===== src/rtl/alu_pkg.sv =====
// alu_pkg
//   Shared definitions for the ALU and its operand sequencer: opcode
//   encodings, the number of implemented opcodes, the sequencer state
//   encoding and a helper that decides whether an opcode entry is refused.
package alu_pkg;

    localparam logic [3:0] OP_ADD   = 4'd0;
    localparam logic [3:0] OP_SUB   = 4'd1;
    localparam logic [3:0] OP_AND   = 4'd2;
    localparam logic [3:0] OP_OR    = 4'd3;
    localparam logic [3:0] OP_NOTA  = 4'd4;
    localparam logic [3:0] OP_NOTB  = 4'd5;
    localparam logic [3:0] OP_XOR   = 4'd6;
    localparam logic [3:0] OP_ASL   = 4'd7;
    localparam logic [3:0] OP_ASR   = 4'd8;
    localparam logic [3:0] OP_LSL   = 4'd9;
    localparam logic [3:0] OP_LSR   = 4'd10;
    localparam logic [3:0] OP_MUL   = 4'd11;
    localparam logic [3:0] OP_DIV   = 4'd12;

    localparam logic [3:0] OP_COUNT = 4'd13;

    typedef enum logic [2:0] {
        WAIT_A  = 3'd0,
        WAIT_B  = 3'd1,
        WAIT_OP = 3'd2,
        EXEC    = 3'd3,
        HOLD    = 3'd4
    } seq_state_t;

    // An opcode entry is refused when the opcode is unimplemented or when
    // it would divide by a zero operand B.
    function automatic logic op_rejected(input logic [3:0] op,
                                         input logic       b_is_zero);
        return (op >= OP_COUNT) || ((op == OP_DIV) && b_is_zero);
    endfunction

endpackage


===== src/rtl/alu_operand_sequencer_btn_edge_sync.sv =====
// btn_edge_sync
//   Brings an asynchronous, debounced push-button into the clk domain with
//   a two-flop synchronizer and turns each rising edge of the synchronized
//   level into a single-cycle pulse. Holding the button yields one pulse;
//   the synchronized level must return low before another pulse can occur.
//
//   Ports:
//     clk    in   system clock
//     rst    in   asynchronous active-high reset
//     btn    in   raw button level (asynchronous)
//     pulse  out  one-cycle pulse on each synchronized rising edge
module btn_edge_sync (
    input  logic clk,
    input  logic rst,
    input  logic btn,
    output logic pulse
);

    logic meta;
    logic sync;
    logic sync_d;

    always_ff @(posedge clk or posedge rst) begin
        if (rst) begin
            meta   <= 1'b0;
            sync   <= 1'b0;
            sync_d <= 1'b0;
        end else begin
            meta   <= btn;
            sync   <= meta;
            sync_d <= sync;
        end
    end

    // High for the one cycle between the synchronized level rising and its
    // delayed copy catching up.
    assign pulse = sync & ~sync_d;

endmodule


===== src/rtl/alu_operand_sequencer.sv =====
// alu_operand_sequencer
//   Front end that feeds the combinational ALU from board switches. Operand
//   A, operand B and the opcode are entered one after another with the
//   "next" button, the registered values drive the ALU, and one cycle later
//   the ALU result and flags are captured into hold registers for display.
//   The "clear" button aborts from any state and zeroes everything.
//
//   Ports:
//     clk, rst               clock, asynchronous active-high reset
//     sw [N]                 data switches (sampled only on capture)
//     op_sw [4]              opcode switches (sampled only on capture)
//     btn_next, btn_clr      debounced buttons (asynchronous)
//     alu_a, alu_b [N]       registered operands to the ALU
//     alu_op [4]             registered opcode to the ALU
//     alu_result [N]         ALU combinational result
//     alu_c/n/v/z            ALU combinational flags
//     res_q [N], c_q..z_q    captured result and flags
//     done                   high while a captured result is held
//     err                    sticky refused-opcode indication
//     state_o [3]            current state encoding for LEDs
module alu_operand_sequencer
    import alu_pkg::*;
#(
    parameter int unsigned N = 4
) (
    input  logic         clk,
    input  logic         rst,
    input  logic [N-1:0] sw,
    input  logic [3:0]   op_sw,
    input  logic         btn_next,
    input  logic         btn_clr,
    output logic [N-1:0] alu_a,
    output logic [N-1:0] alu_b,
    output logic [3:0]   alu_op,
    input  logic [N-1:0] alu_result,
    input  logic         alu_c,
    input  logic         alu_n,
    input  logic         alu_v,
    input  logic         alu_z,
    output logic [N-1:0] res_q,
    output logic         c_q,
    output logic         n_q,
    output logic         v_q,
    output logic         z_q,
    output logic         done,
    output logic         err,
    output logic [2:0]   state_o
);

    logic press_next;
    logic press_clr;

    btn_edge_sync u_sync_next (
        .clk   (clk),
        .rst   (rst),
        .btn   (btn_next),
        .pulse (press_next)
    );

    btn_edge_sync u_sync_clr (
        .clk   (clk),
        .rst   (rst),
        .btn   (btn_clr),
        .pulse (press_clr)
    );

    seq_state_t   state;
    seq_state_t   state_next;

    logic [N-1:0] a_next;
    logic [N-1:0] b_next;
    logic [3:0]   op_next;
    logic [N-1:0] res_next;
    logic [3:0]   flags_next;
    logic         done_next;
    logic         err_next;

    always_ff @(posedge clk or posedge rst) begin
        if (rst) begin
            state  <= WAIT_A;
            alu_a  <= '0;
            alu_b  <= '0;
            alu_op <= '0;
            res_q  <= '0;
            c_q    <= 1'b0;
            n_q    <= 1'b0;
            v_q    <= 1'b0;
            z_q    <= 1'b0;
            done   <= 1'b0;
            err    <= 1'b0;
        end else begin
            state  <= state_next;
            alu_a  <= a_next;
            alu_b  <= b_next;
            alu_op <= op_next;
            res_q  <= res_next;
            {c_q, n_q, v_q, z_q} <= flags_next;
            done   <= done_next;
            err    <= err_next;
        end
    end

    always_comb begin
        state_next = state;
        a_next     = alu_a;
        b_next     = alu_b;
        op_next    = alu_op;
        res_next   = res_q;
        flags_next = {c_q, n_q, v_q, z_q};
        done_next  = done;
        err_next   = err;

        if (press_clr) begin
            // Clear takes priority over a simultaneous next press.
            state_next = WAIT_A;
            a_next     = '0;
            b_next     = '0;
            op_next    = '0;
            res_next   = '0;
            flags_next = '0;
            done_next  = 1'b0;
            err_next   = 1'b0;
        end else begin
            case (state)
                WAIT_A: begin
                    if (press_next) begin
                        a_next     = sw;
                        err_next   = 1'b0;
                        state_next = WAIT_B;
                    end
                end
                WAIT_B: begin
                    if (press_next) begin
                        b_next     = sw;
                        state_next = WAIT_OP;
                    end
                end
                WAIT_OP: begin
                    if (press_next) begin
                        if (op_rejected(op_sw, alu_b == '0)) begin
                            err_next = 1'b1;
                        end else begin
                            op_next    = op_sw;
                            err_next   = 1'b0;
                            state_next = EXEC;
                        end
                    end
                end
                EXEC: begin
                    // Operands and opcode have been stable from registers for
                    // the whole cycle, so the ALU output is settled here.
                    res_next   = alu_result;
                    flags_next = {alu_c, alu_n, alu_v, alu_z};
                    done_next  = 1'b1;
                    state_next = HOLD;
                end
                HOLD: begin
                    if (press_next) begin
                        done_next  = 1'b0;
                        state_next = WAIT_A;
                    end
                end
                default: begin
                    state_next = WAIT_A;
                end
            endcase
        end
    end

    assign state_o = state;

endmodule


===== config.mk =====
export PLATFORM = sky130hd
export DESIGN_NAME = alu_operand_sequencer
export DESIGN_NICKNAME = d
export VERILOG_FILES = /design/src/rtl/alu_pkg.sv /design/src/rtl/alu_operand_sequencer_btn_edge_sync.sv /design/src/rtl/alu_operand_sequencer.sv
export SDC_FILE = /design/constraint.sdc
export NUM_CORES = 1
export LEC_CHECK = 0
export ABC_AREA = 1
export BUFFER_PORTS_ARGS = -buffer_cell sky130_fd_sc_hd__buf_2
export CAP_MARGIN = 0
export CORE_AREA = 2 2 62 64
export CTS_CLUSTER_DIAMETER = 30
export DETAILED_ROUTE_END_ITERATION = 16
export DIE_AREA = 0 0 64 66
export PLACE_DENSITY = 0.67
export SLEW_MARGIN = 20
export SYNTH_ARGS = -nofsm -noshare
export SYNTH_HDL_FRONTEND = slang
export SYNTH_SLANG_ARGS = --single-unit
export TNS_END_PERCENT = 100

===== constraint.sdc =====
create_clock -name clk -period 1.26 [get_ports clk]
set_clock_uncertainty 0.2 [all_clocks]
set_input_delay 0.252 -clock clk [delete_from_list [all_inputs] [get_ports clk]]
set_output_delay 0.252 -clock clk [all_outputs]
set_load 0.01 [all_outputs]

# After elaboration in Yosys (flattened, before gate mapping)
# Index checks and enable logic that the tools add are counted.
[totals]
regBits = 31
rom_bits = 0
elab_cells = 77
out_inout_bits = 25
latch_bits = 0
memories = 0
mem_bits_rw = 0
in_bits = 20
[op_classes]
eq_ne = 11
mul = 0
mux = 27
bitwise = 4
add_sub_neg = 0
n_lt_le_gt_ge = 1
div_mod_pow = 0
shift = 0
reduce_logical = 17
[ops]
columns = ["cell", "count"]
rows = [
  ["4-bit two-way mux", 13],
  ["3-bit two-way mux", 6],
  ["3-bit inequality test, second input constant", 5],
  ["3-bit case mux with 5 select lines", 1],
  ["2-bit nonzero test", 5],
  ["3-bit by 2-bit equality test with 1-bit output, second input constant", 2],
  ["2-bit AND reduction", 3],
  ["3-bit AND reduction", 2],
  ["3-bit nonzero test", 2],
  ["1-bit two-way mux", 5],
  ["5-bit AND reduction", 1],
  ["4-bit equality test, second input constant", 1],
  ["4-bit greater-or-equal comparator, second input constant", 1],
  ["4-bit logical NOT", 1],
  ["1-bit case mux with 2 select lines", 2],
  ["3-bit by 1-bit equality test with 1-bit output, second input constant", 1],
  ["3-bit equality test, second input constant", 1],
  ["3-bit logical NOT", 1],
  ["1-bit bitwise AND", 2],
  ["2-bit inequality test, second input constant", 1],
  ["1-bit NOT", 2],
  ["1-bit logical AND", 1],
  ["1-bit logical OR", 1],
]

# Logic depth before layout (Yosys ltp)
# Gate-level depths: netlist of the first run.
[logic_depth]
ltp_word = 7
ltp_mapped = 9
depth_no_buf = 9

# Cells and area by module
# A second synthesis of the first run with hierarchy kept.
[hier_totals]
hier_cells = 157
area_unflattened_um2 = 1357.6
[modules_own_cells]
columns = ["module", "area_each_um2", "n_inst", "cells_each", "seq_area_each_um2"]
rows = [
  ["alu_operand_sequencer", 1179.9, 1, 145, 625.6],
  ["btn_edge_sync", 88.8, 2, 6, 75.1],
]

# Worst setup path before layout of the first run
# Ideal clock, no wire load.
[synth_path]
path_kind = "flip-flop to flip-flop"
startpoint = "register state[0], in the netlist state_o[0]"
endpoint = "register alu_op[0]"
period_less_slack_ns = 1.397
setup_ns = 0.117
setup_slack_ns = -0.137
arrival_time_ns = 1.080
path_stages_with_launch = 7
n_path_buf = 0
required_time_ns = 0.943
path_cell_list = "dfrtp_1 -> nor2_2 -> nand2_2 -> o21ai_4 -> nand2_4 -> nand2_1 -> nand2_1"
[synth_between]
elab_chain_len = 3
[synth_rtl]
columns = ["item", "line_no", "source"]
rows = [
  ["start, declared", "alu_operand_sequencer.sv:67", "seq_state_t state;"],
  ["start signal, assigned", "alu_operand_sequencer.sv:92", "state <= state_next;"],
  ["3-bit by 2-bit equality test with 1-bit output", "alu_operand_sequencer.sv:124", "case (state)"],
  ["2-bit nonzero test (no source line)", "n/a", ""],
  ["3-bit AND reduction (no source line)", "n/a", ""],
  ["end signal, assigned", "alu_operand_sequencer.sv:95", "alu_op <= op_next;"],
  ["end, declared", "alu_operand_sequencer.sv:34", "output logic [3:0] alu_op,"],
]
# Every way passes these cells.
# A chain may end at the register's enable or synchronous reset.

# Final worst setup path of the first run
[layout_path]
startpoint = "register state[0], in the netlist state_o[0]"
endpoint = "register alu_op[3]"
# The elaborated chain is that of the path after synthesis.

==> impl_metrics.json, run 1 <==
{
  "grt_setup_unrepaired": "true",
  "gr-usage-all-layers_pct": 17.3,
  "synthArstFlopShare_pct": 100,
  "violations": "setup timing",
  "cap_violations": 0,
  "die_area_sq_um": 4220,
  "cts_root_buf": "clkbuf_4",
  "initial_core_util_pct": 39.0,
  "hpwl_mm": 2.13,
  "cts_buffer_depth": 2,
  "sw_frac_of_total_pct": 34.1,
  "synth_nets": 180,
  "synth_top_area_share_pct": 56.0,
  "finalMaxSlewViolations": 0,
  "wl_per_cell_microns": 11.6,
  "max_stage_delay_ns": 0.43,
  "rows": 22,
  "grt-ovfl-total": 0,
  "min_period_over_period_pct": 120,
  "vdd_ir_drop_max_mv": 1.07,
  "layout_commonest_cell": "buf_2",
  "cp_cell_sequence": "buf_6, nor2_4, nand2_4, o21ai_4, nand2_4, nand2_2, nand2_2",
  "fmax_ghz": 0.663,
  "grt_pass1_wl_mm": 5.52,
  "min_period_ns": 1.51,
  "pwr-share-comb_pct": 46.1,
  "seq_area_frac_synth_pct": 56.0,
  "cts_tree": "yes",
  "synth-seq-cells": 31,
  "gp_congestion": 0.829,
  "worstHoldPathType": "input pin to flop",
  "drive_above_1_share_pct": 49.8,
  "yosys_warnings": 0,
  "port_buffers": 44,
  "grt_pass1_vias": 1325,
  "setup_ws_ns": -0.249,
  "avgSynthCellArea_sq_um": 8.66,
  "ios": 45,
  "antenna_found_initial": 0,
  "powerDensity_nw_per_um2": 1670,
  "internal_power_mw": 2.59,
  "htree_levels": 2,
  "final_cell_mix": "buf_2, nand2_1, dfrtp_1",
  "clk_pin_slew_ns": 0.10,
  "regArea_sq_um": 779,
  "vias": 1369,
  "slowest_stage": "dfrtp_2",
  "synth_cell_types": 19,
  "finalSetupViolations": 50,
  "grt_max_degree": 32,
  "wirelength_mm": 3.51,
  "relSlewSlack_pct": 84.7,
  "crit_fanout": 5,
  "startpoint_type": "flop",
  "fin_util_pct": 66.2,
  "switchingPower_mw": 1.34,
  "leakage_nw": 1.25,
  "die_width_microns": 64,
  "drcViolationCount": 0,
  "syn_area_sq_um": 1390,
  "firstDrtPassIters": 4,
  "clkPwrFrac_pct": 18.7,
  "clock_latency_ns": 0.33,
  "crit_required_ns": 1.28,
  "critPathTopFamily": "simple AND/OR/NAND/NOR gates",
  "fillCellCount": 282,
  "synth_top_cells_by_area": "dfrtp_1, nand2_1, nand3_1, inv_1, nor2_1",
  "core_area_sq_um": 3550,
  "avgViaCountPerCell": 4.55,
  "p_seq_share_pct": 35.1,
  "synth-main-ff-cell": "dfrtp_1",
  "area_growth_syn_to_layout_pct": 69.8,
  "syn_inst": 160,
  "worstPathBufferInverterCount": 1,
  "drtAntennaViolNets": 0,
  "outcome": "finished with violations",
  "worst_pin_slew_ns": 0.228,
  "synth-edff-count": 0,
  "fin_tns_setup_ns": -5.32,
  "hold_viol_final": 0,
  "dr.first_iter.drc_count": 79,
  "die_height_microns": 66,
  "worst-setup-path-type": "flop to flop",
  "cp-end-kind": "flop",
  "layout.nets": 272,
  "multi_input_area_sq_um": 664,
  "p_total_mw": 3.93,
  "cts_sinks": 31,
  "synth_largest_area_cell": "dfrtp_1",
  "arrival_ns": 1.53,
  "numCtsBuffers": 5,
  "diodes": 0
}
what timing repair did:
item / CTS / global route
setup endpoints to repair: 50 / 50
resized for setup: 31 / 34
hold endpoints to repair: 41 / 0
cloned: 0 / 1
buffers inserted: 11 / 8
pin swaps: 2 / 8
hold buffers: 11 / 0
cell families (layout without fill, tap and decap cells):
logic type      count (synthesis)  in the layout  synth area share [%]
buf+inv                        22            114                  6.41
simple gates                   96             97                  32.0
flops                          31             31                  56.0
compound gates                 11             11                  5.60
flip-flops by register name (all words and copies together), names as in the netlist, 3 cells and up:
name     cells
res_q        4
alu_a        4
alu_op       4
alu_b        4
state_o      3
worst reg2reg max path: stages, from the launching register on:
cell and delay (ns):
dfrtp_2 0.43, buf_6 0.12, nor2_4 0.15, nand2_4 0.09, o21ai_4 0.20, nand2_4 0.10
nand2_2 0.07, nand2_2 0.04
worst paths after layout:
path	startpoint	end	slack, ns	depth (start not counted)
min in group asynchronous	rst	c_q	0.31	4
hold / removal	sw[3]	alu_b[3]	0.05	5
setup / recovery	state_o[0]	alu_op[3]	-0.25	7
setup reg to reg	state_o[0]	alu_op[3]	-0.25	7
hold reg to reg	u_sync_next.meta	u_sync_next.sync	0.17	0
max in group asynchronous	rst	state_o[1]	0.37	4
synth_stat cells (2+ instances only):
cell / instances
o21ai_4: 2
inv_1: 18
buf_2: 2
nand3_1: 28
a21oi_1: 2
nand2_4: 2
nor2_1: 11
dfrtp_1: 31
nand2_1: 46
nand3_2: 2
o21ai_0: 6
nand3b_1: 3
routing by layer:
metal / up-vias / track usage (%) / wire length, microns
li1: 695 / - / -
met1: 624 / 19.6 / 1490
met2: 43 / 29.7 / 1740
met3: 7 / 5.11 / 210
met4: 0 / 8.42 / 57
met5: - / 0 / 0
layout make-up:
| class | count | share of cell area [%] |
|---|---|---|
| inverters | 19 | 3.14 |
| flip-flops and latches | 31 | 33.1 |
| repair buffers | 87 | 29.7 |
| multi-input cells | 108 | 28.2 |
| clock buffers | 7 | 1.91 |
| well taps | 48 | 2.55 |
| clock inverters | 1 | 1.28 |
power by group through the flow:
stage	Sequential (mW)	Combinational [mW]	Clock [mW]
2_1_floorplan	1.54	0.519	0
3_3_place_gp	1.40	1.16	0
3_5_place_dp	1.40	1.17	0
4_1_cts	1.38	1.60	0.756
5_1_grt	1.41	1.98	0.812
6_report	1.38	1.82	0.737
metrics by stage:
step                      hold slack, ns  setup WS (ns)  instance area (sq um)  cells
after floorplan                   0.0834        -0.0782                   1390    160
after global placement             0.101         -0.139                   1780    262
after detailed placement          0.0988         -0.132                   1780    262
after CTS                         0.0448         -0.220                   2180    292
after global routing              0.0689         -0.345                   2350    301
final                             0.0523         -0.249                   2350    301
Note: power is estimated with default switching activity, not from simulation.
==> inputs of run 2 (changes only) <==
--- a/config.mk
+++ b/config.mk
@@ -5,14 +5,13 @@
 export SDC_FILE = /design/constraint.sdc
 export NUM_CORES = 1
 export LEC_CHECK = 0
-export ABC_AREA = 1
 export BUFFER_PORTS_ARGS = -buffer_cell sky130_fd_sc_hd__buf_2
 export CAP_MARGIN = 0
-export CORE_AREA = 2 2 62 64
+export CORE_AREA = 2 2 60 62
 export CTS_CLUSTER_DIAMETER = 30
 export DETAILED_ROUTE_END_ITERATION = 16
-export DIE_AREA = 0 0 64 66
-export PLACE_DENSITY = 0.67
+export DIE_AREA = 0 0 62 64
+export PLACE_DENSITY = 0.68
 export SLEW_MARGIN = 20
 export SYNTH_ARGS = -nofsm -noshare
 export SYNTH_HDL_FRONTEND = slang
==> impl_metrics.json, run 2 <==
{
  "outcome": "finished with violations",
  "violations": "setup timing",
  "antenna_found_initial": 0,
  "reg2reg_to": "state_o[0]",
  "diodes": 0,
  "r2r-start": "alu_b[3]",
  "syn_inst": 128,
  "reg2reg_depth": 4,
  "synth_compound_area_share_pct": 14.2,
  "gp_congestion": 0.764,
  "die_height_microns": 64,
  "hold_depth": 3,
  "relSlewSlack_pct": 80.0,
  "wirelength_mm": 4.54,
  "drcViolationCount": 0,
  "seq_area_frac_synth_pct": 59.8,
  "ios": 45,
  "port_buffers": 44,
  "finalSetupViolations": 50,
  "worstSetupStartpoint": "alu_b[3]",
  "hold_viol_final": 0,
  "min-delay-start": "op_sw[0]",
  "synthArstFlopShare_pct": 100,
  "worstSetupPathDepth": 4,
  "gr-usage-all-layers_pct": 22.3,
  "synth.mux.area_fraction_pct": 0.772,
  "synth-seq-cells": 31,
  "crit_required_ns": 1.29,
  "vias": 1442,
  "max_stage_delay_ns": 0.56,
  "place_ws_ns": -0.414,
  "arrival_ns": 1.75,
  "setup_ws_ns": -0.458,
  "powerDensity_nw_per_um2": 1130,
  "die_width_microns": 62,
  "synth_top_area_share_pct": 59.8,
  "slowest_stage": "or4_4",
  "cts_root_buf": "clkbuf_4",
  "holdPathEnd": "alu_op[0]",
  "initial_core_util_pct": 39.5,
  "synth_largest_area_cell": "dfrtp_1",
  "grt_setup_unrepaired": "true",
  "die_area_sq_um": 3970,
  "synth-edff-count": 0,
  "cap_violations": 0,
  "min_period_over_period_pct": 136,
  "dr.first_iter.drc_count": 74,
  "fmax_ghz": 0.582,
  "firstDrtPassIters": 4,
  "cp_cell_sequence": "or4_4, a21oi_4, nand3_2, a31o_1",
  "area_growth_syn_to_layout_pct": 98.2,
  "p_total_mw": 2.89,
  "final_cell_mix": "buf_2, buf_4, dfrtp_1",
  "rows": 21,
  "worst_pin_slew_ns": 0.300,
  "numCtsBuffers": 5,
  "clk_pin_slew_ns": 0.11,
  "synth-simple-area-share_pct": 21.8,
  "avgViaCountPerCell": 5.06,
  "layout_commonest_cell": "buf_2",
  "cp-end-kind": "flop",
  "wl_per_cell_microns": 15.9,
  "synth_nets": 148,
  "crit_fanout": 3,
  "cts_buffer_depth": 2,
  "cts_sinks": 31,
  "syn_area_sq_um": 1300,
  "synth_fa_ha_area_share_pct": 0,
  "synth_xor_area_share_pct": 0,
  "synth_top_cells_by_area": "dfrtp_1, nand2_1, a21oi_1, nand3_1, nor4b_4",
  "worst-setup-path-type": "flop to flop",
  "grt_pass1_wl_mm": 6.52,
  "cts_tree": "yes",
  "hpwl_mm": 2.38,
  "startpoint_type": "flop",
  "r2r_slack_ns": -0.46,
  "yosys_warnings": 0,
  "grt_pass1_vias": 1482,
  "worstPathBufferInverterCount": 0,
  "synthTopCellsByCount": "dfrtp_1, nand2_1, a21oi_1",
  "drive_above_1_share_pct": 67.4,
  "hold_ws_ns": 0.0187,
  "fin_tns_setup_ns": -9.81,
  "finalMaxSlewViolations": 0,
  "htree_levels": 2,
  "synth_top_family_by_area": "simple AND/OR/NAND/NOR gates",
  "min_period_ns": 1.72,
  "grt_max_degree": 32,
  "drtAntennaViolNets": 0,
  "core_area_sq_um": 3280,
  "leakage_nw": 1.19,
  "worstHoldPathType": "input pin to flop",
  "avgSynthCellArea_sq_um": 10.1,
  "fillCellCount": 195,
  "layout.nets": 258,
  "synth-main-ff-cell": "dfrtp_1",
  "grt-ovfl-total": 0,
  "vdd_ir_drop_max_mv": 0.818,
  "critPathTopFamily": "simple AND/OR/NAND/NOR gates",
  "clock_latency_ns": 0.33,
  "synth_cell_types": 28
}
==> run 2: changes by cell type in the layout (fill, tap and decap cells not counted), sizes merged, moves of 5 or more <==
cell	delta
a21oi	+21
buf	+17
dlygate4sd3	+5
inv	-17
nand2	-19
nand3	-21
nor2	-9
o21ai	-5
==> run 2: metal layers <==
| metal | vias up | GRT usage (%) | routed length, microns |
|---|---|---|---|
| met2 | 59 | 39.8 | 2520 |
| met1 | 705 | 24.2 | 1690 |
| met4 | 0 | 6.91 | 151 |
| met3 | 16 | 6.48 | 176 |
| met5 | - | 0 | 0 |
| li1 | 662 | - | - |
==> run 2: final cells by class <==
type	instances	area, sq um	share of cell area, %
timing repair buffer	109	903	35.2
sequential	31	779	30.3
multi-input combinational	89	761	29.6
clock buffer	7	55.1	2.14
inverter	2	7.51	0.292
tap	46	57.6	2.24
clock inverter	1	5.00	0.195
==> run 2: metrics by stage <==
step                cells  area [sq um]  util [%]
global placement      230          1770      53.8
CTS                   270          2280      69.3
global route          285          2570      78.2
detailed placement    230          1770      53.8
finish                285          2570      78.2
floorplan             128          1370         -
==> run 2: cells by family after synthesis <==
group / after synthesis
multiplexers: 1
flip-flops: 31
buffers and inverters: 8
AND/OR/NAND/NOR: 56
AO/OA/AOI/OAI: 32
==> run 2: how the worst max path moves through the flow <==
| stage | end | slack (ns) |
|---|---|---|
| after detailed placement | state_o[0] | -0.41 |
| final | state_o[0] | -0.46 |
| after CTS | state_o[0] | -0.45 |
| after floorplan | alu_op[2] | -0.41 |
| after global routing | alu_op[0] | -0.50 |
| after global placement | state_o[0] | -0.38 |
==> run 2: power by group <==
| group | switching [mW] | total [mW] | internal, mW |
|---|---|---|---|
| sequential | 0.0712 | 1.16 | 1.08 |
| clock | 0.337 | 0.607 | 0.270 |
| combinational | 0.517 | 1.13 | 0.611 |
| total | 0.925 | 2.89 | 1.97 |
==> run 2: what timing repair did <==
action                                 in CTS  in global routing
cloned                                      1                  0
hold buffers                               16                  0
pin swaps                                  17                 21
resized for setup                          38                 48
endpoints found under the hold margin      50                  0
buffers inserted                           17                 21
setup endpoints to repair                  50                 50
==> run 2: tightest hold or removal path: stages <==
cell and delay [ns]:
buf_2 0.11, nand4_1 0.08, a21oi_1 0.07
